===== src/rtl/pc_sequencer.sv =====
// Program counter with reset vector, stall, branch redirect and call/return
// through a circular return-address stack; all outputs registered.
module pc_sequencer #(
    parameter int unsigned     WIDTH     = 64,
    parameter int unsigned     INC       = 4,
    parameter logic [WIDTH-1:0] RESET_VEC = '0,
    parameter int unsigned     RAS_DEPTH = 4
) (
    input  logic                             clk,
    input  logic                             rst,
    input  logic                             stall,
    input  logic                             branch_taken,
    input  logic [WIDTH-1:0]                 branch_target,
    input  logic                             call,
    input  logic [WIDTH-1:0]                 call_target,
    input  logic                             ret,
    output logic [WIDTH-1:0]                 pc,
    output logic [$clog2(RAS_DEPTH+1)-1:0]   ras_count,
    output logic                             ras_overflow,
    output logic                             ret_fault
);

    localparam int unsigned PTR_W = $clog2(RAS_DEPTH);
    localparam int unsigned CNT_W = $clog2(RAS_DEPTH + 1);

    logic [WIDTH-1:0] ras [RAS_DEPTH];
    logic [PTR_W-1:0] top;

    logic [WIDTH-1:0] next_pc;
    logic [WIDTH-1:0] seq_pc;
    logic [PTR_W-1:0] next_top;
    logic [PTR_W-1:0] top_inc;
    logic [PTR_W-1:0] top_dec;
    logic [CNT_W-1:0] next_count;
    logic             next_overflow;
    logic             next_fault;
    logic             push;
    logic             full;

    assign seq_pc  = pc + WIDTH'(INC);
    assign full    = (ras_count == CNT_W'(RAS_DEPTH));
    // Explicit wrap keeps the pointer correct for non-power-of-two depths
    assign top_inc = (top == PTR_W'(RAS_DEPTH - 1)) ? '0 : top + PTR_W'(1);
    assign top_dec = (top == '0) ? PTR_W'(RAS_DEPTH - 1) : top - PTR_W'(1);

    // Next-state decode: stall > branch > call > ret > sequential
    always_comb begin
        next_pc       = pc;
        next_top      = top;
        next_count    = ras_count;
        next_overflow = 1'b0;
        next_fault    = 1'b0;
        push          = 1'b0;
        if (stall) begin
            next_pc = pc;
        end else if (branch_taken) begin
            next_pc = branch_target;
        end else if (call) begin
            push     = 1'b1;
            next_top = top_inc;
            next_pc  = call_target;
            if (full) begin
                next_overflow = 1'b1;
            end else begin
                next_count = ras_count + CNT_W'(1);
            end
        end else if (ret) begin
            if (ras_count != '0) begin
                next_top   = top_dec;
                next_pc    = ras[top_dec];
                next_count = ras_count - CNT_W'(1);
            end else begin
                next_pc    = seq_pc;
                next_fault = 1'b1;
            end
        end else begin
            next_pc = seq_pc;
        end
    end

    always_ff @(posedge clk) begin
        if (rst) begin
            pc           <= RESET_VEC;
            top          <= '0;
            ras_count    <= '0;
            ras_overflow <= 1'b0;
            ret_fault    <= 1'b0;
        end else begin
            pc           <= next_pc;
            top          <= next_top;
            ras_count    <= next_count;
            ras_overflow <= next_overflow;
            ret_fault    <= next_fault;
        end
    end

    // Stack storage has no reset; a call coinciding with reset is dropped
    always_ff @(posedge clk) begin
        if (!rst && push) begin
            ras[top] <= seq_pc;
        end
    end

endmodule


===== config.mk =====
export PLATFORM = sky130hd
export DESIGN_NAME = pc_sequencer
export DESIGN_NICKNAME = d
export VERILOG_FILES = /design/src/rtl/pc_sequencer.sv
export SDC_FILE = /design/constraint.sdc
export NUM_CORES = 1
export LEC_CHECK = 0
export BUFFER_PORTS_ARGS = -buffer_cell sky130_fd_sc_hd__buf_2
export CAP_MARGIN = 20
export CORE_MARGIN = 2
export CORE_UTILIZATION = 58
export CTS_BUF_LIST = sky130_fd_sc_hd__clkbuf_16
export CTS_CLUSTER_SIZE = 20
export DETAILED_ROUTE_END_ITERATION = 8
export MAX_ROUTING_LAYER = met4
export PLACE_DENSITY = 0.8
export SETUP_SLACK_MARGIN = 0.4
export SYNTH_ARGS = -nofsm -noshare
export SYNTH_HDL_FRONTEND = slang
export SYNTH_SLANG_ARGS = --single-unit

===== constraint.sdc =====
create_clock -name clk -period 4.5 [get_ports clk]
set_input_delay 0.45 -clock clk [delete_from_list [all_inputs] [get_ports clk]]
set_output_delay 0.45 -clock clk [all_outputs]
set_load 0.005 [all_outputs]

Word level (Yosys, flattened, before mapping)
Memory sizes are Yosys's and may differ from the RTL's. Cells that the tools add are included.

Add/subtract/negate cells: 5. Mux-type cells: 20. Bitwise operators: 4. Reductions and logical operators: 10. Equal/unequal tests: 3.

Operators with widths (number): two-way mux 64 bit (4); adder 64 x 3 -> 64 bit, second input constant (1); two-way mux 3 bit (4); two-way mux 2 bit (5); two-way mux 1 bit (7); AND reduction 5 bit (1); OR reduction 5 bit (1); NOT 1 bit (4); AND reduction 4 bit (1); nonzero test 2 bit (2); OR reduction 4 bit (1); adder 3 x 1 -> 3 bit, second input constant (1); equality test 3 bit, second input constant (1); nonzero test 3 bit (1); subtractor 3 x 1 -> 3 bit, second input constant (1); adder 2 x 1 -> 2 bit, second input constant (1); equality test 2 bit, second input constant (1); zero test 2 bit (1); inequality test 2 bit, second input constant (1); subtractor 2 x 1 -> 2 bit, second input constant (1); logical AND 1 bit (1); zero test 1 bit (1).

Memories kept: 1. RAM bits: 256. Register bits: 71. Input port bits: 134. Output and inout bits: 69. Word-level logic and storage cells: 48.

Memory list: ras (depth 4, bits a word 64, read ports 1, clocked after memory_dff 0, write ports 1, line 26) `logic [WIDTH-1:0] ras [RAS_DEPTH];`.

Logic depth before layout (Yosys ltp)
An unclocked memory read counts as a cell.

Depth in word-level cells: 7. Depth in mapped cells: 10. Mapped depth without buffers: 8.

Worst setup path after synthesis
Ideal clock, no wire load.

Path type: input to register. Start point: input port stall. End point: memory ras[0][0], enable pin. Buffers on the path: 2. Data arrival time: 2.927 ns. Library setup time: 0.429 ns. Slack: 1.144 ns. Cell stages on the path: 5. Required time: 4.071 ns. Path through: or3b_2 > clkbuf_1 > clkbuf_1 > nor2_1 > and2_1.

Longest elaborated chain between the ends: 4.

RTL lines: start: declaration (line 11) `input logic stall,`; two-way mux 1 bit (line 54) `if (stall) begin`; logical AND 1 bit (line 99) `if (!rst && push) begin`; two-way mux 1 bit (line 99); two-way mux 1 bit (not written as such) (line 100) `ras[top] <= seq_pc;`; end: declaration (line 26).

No other way between the ends.

Final worst setup path
Start point: register pc[17]. End point: memory ras[3][54] (data pin).

Longest elaborated chain between the ends: 1.

RTL lines: start: declaration (line 17) `output logic [WIDTH-1:0] pc,`; start signal: assignment (line 89) `pc <= next_pc;`; adder 64 x 3 -> 64 bit (line 40) `assign seq_pc = pc + WIDTH'(INC);`; named net seq_pc[54] (line 30) `logic [WIDTH-1:0] seq_pc;`.

The timed path passes the listed nets, and every way through them passes these cells.

==> metrics <==
post-cts resize count=0; HPWL Detailed=roughly 26 mm; via count=roughly 11000; Fin. Hold Viols=0; Final Instance Area=roughly 17000 um^2; post-synthesis sequential area ratio=0.6257; most frequent cell after synthesis=edfxtp_1; max_slew headroom=0.2483; Int Pwr=around 0.005 W; NetSw=0.001524 W; Post-CTS Setup Bufs=0; Comb power frac=0.091; post-layout util=0.6896; Worst setup SP type=flop; crit end category=flop; maximum fanout along the worst path=10; Post-Synthesis Cells=roughly 1100; Worst-Skew Late Latency=approximately 560 ps; Initial Utilization=0.5951; unrepaired setup endpoints after global routing=false; I/O Pins=between 200 and 250; vias per cell=between 6 and 7; synth top area cells=edfxtp_1 53%, mux4_2 9.9%, dfxtp_1 9.8%; Sequential Power Share=0.537; syn_nets=roughly 1200; Die W=~160 um; post-synth cell types=65; Final ANT Viol Nets=0; fraction of registers with async set/reset=0; critical path class=flop to flop; cts bufs inserted=31; Sw Ratio=0.2376; largest area contributor in the netlist=edfxtp_1; Layout Nets=about 1400; Final min period=3152 ps; Pwr per Cell Area=380.2 nW/um^2; largest net degree at the start of global routing=65; Leak Pwr=roughly 5.9 nW; dpl cell area=15930 um^2; Die ar.=approximately 26000 um^2; area grow syn2layout=15.87%; area of the core=around 24000 um^2; Arrival @ worst endpoint=between 3000 and 4000 ps; syn_area_per_cell=13.47 um^2; GRT Util Overall=0.3070; Post-CTS Hold Buffers=0; Final Max Slew Viols=0; Layout fillers=approximately 1700; Tcrit/Tclk final=0.7004; gpl congestion=between 0.9 and 1; vias in the first global route=approximately 10000; Root Driver=clkbuf_16; Worst-Margin Slew=around 1100 ps; EDFF count, synth=~260; global-route wire length before repair=between 50 and 60 mm; final wirelength=slightly below 40 mm; DR DRC count=0; Overflow after GRT=0; status=finished, final reports clean; final hold slack=178.4 ps; Yosys warning count=0; # port buffers=202; row cnt=57; TritonCTS clock tree=done; ys flop type=edfxtp_1; top post-synthesis cells by count=256 x edfxtp_1, 116 x nor2_1, 71 x dfxtp_1, 64 x mux4_2, 56 x nand2_1; TritonCTS Sinks=around 330; Clk network pwr share=0.371; drt pass-1 iters=7; clock skew=8.826 ps; htree depth=1; max cap viols=0; Die H=162.4 um; peak supply drop=roughly 300 uV; antenna violations before repair=0; Worst Hold Class=input port to flop; Clock transition at path regs=about 60 ps; initial DRC count=~1200; Worst R2R Path Depth=6; layout cells sized above 1=0.2813; Fmax=roughly 320 MHz; clock buffer depth=3; Worst Path Required=slightly below 5000 ps; PnR Total Power=0.006414 W; Yosys top cell area share=0.5281; Antenna diodes=0; mapped cell area=14560 um^2; Seq cells post-synth=roughly 330; wire length per cell=around 24 um; hold path depth=3; final setup vio count=0; total negative slack=0 ps
==> state kept, by name, indices dropped and copies added, names as in the netlist <==
signal,count
ras,256
pc,64
ras_count,3
top,2
ras_overflow,1
ret_fault,1
==> path summary, 6_finish.rpt <==
kind	endpoint	slack, ps	from
hold reg to reg	ras[1][0]	550	pc[0]
hold / removal	pc[18]	180	call_target[18]
setup / recovery	ras[3][54]	1350	pc[17]
setup reg to reg	ras[3][54]	1350	pc[17]
==> worst max-delay path, cell delays in order, from the launching register on <==
cell	delay, ps
dfxtp_1	500
nand4_1	320
nor4_1	890
nand2_2	390
nor3_1	370
nand2_1	120
xnor2_1	320
==> power groups by stage <==
stage / Sequential [W] / Clock [W] / Combinational [W]
after floorplan: 0.00348 / 0 / 0.000336
after global placement: 0.00350 / 0 / 0.000559
after detailed placement: 0.00351 / 0 / 0.000573
after CTS: 0.00344 / 0.00240 / 0.000578
after global routing: 0.00345 / 0.00252 / 0.000630
final: 0.00345 / 0.00238 / 0.000586
==> final cells by class <==
class / count / area [um^2] / share of cell area
Sequential cell: 327 / 9109 / 0.5400
Multi-Input combinational cell: 658 / 5096 / 0.3021
Timing Repair Buffer: 221 / 1220 / 0.07232
Clock buffer: 31 / 775.7 / 0.04599
Tap cell: 324 / 405.4 / 0.02403
Clock inverter: 26 / 146.4 / 0.008678
Inverter: 31 / 116.4 / 0.006898
==> cells by family (layout without fill, tap and decap cells) <==
family / after synthesis / in the layout / synth area share
and+or+nand+nor: 339 / 339 / 0.1162
DFF: 327 / 327 / 0.6257
AOI/OAI and AO/OA: 188 / 188 / 0.08939
buffers and inverters: 96 / 309 / 0.02638
muxes: 68 / 68 / 0.1018
xor gates and xnor gates: 57 / 57 / 0.03481
adders and majority gates: 6 / 6 / 0.005673
==> metal layers <==
metal,routed length (um),GRT usage
met5,0,-
met4,1643,0.1235
met3,3562,0.04125
met2,18950,0.4733
met1,15090,0.4211
==> placed cells by master (no fill, tap or decap), drive strengths merged, types with 16 or more instances in the layout <==
cell / instances
edfxtp: 256
buf: 221
nor2: 116
dfxtp: 71
mux4: 64
nand2: 57
nor4: 47
o22ai: 45
inv: 38
xnor2: 34
a21oi: 32
clkbuf: 31
nor3: 29
o21a: 28
xor2: 23
nand4: 21
nand3: 20
o21ai: 20
a221oi: 16
==> per-stage QoR <==
stage | setup WS (ps) | std cells
final | 1348 | 1618
after global routing | 1276 | 1618
after CTS | 1305 | 1616
after detailed placement | 1354 | 1559
after global placement | 1455 | 1559
after floorplan | 1144 | 1081
No activity file was read; power rests on OpenSTA's default activity.
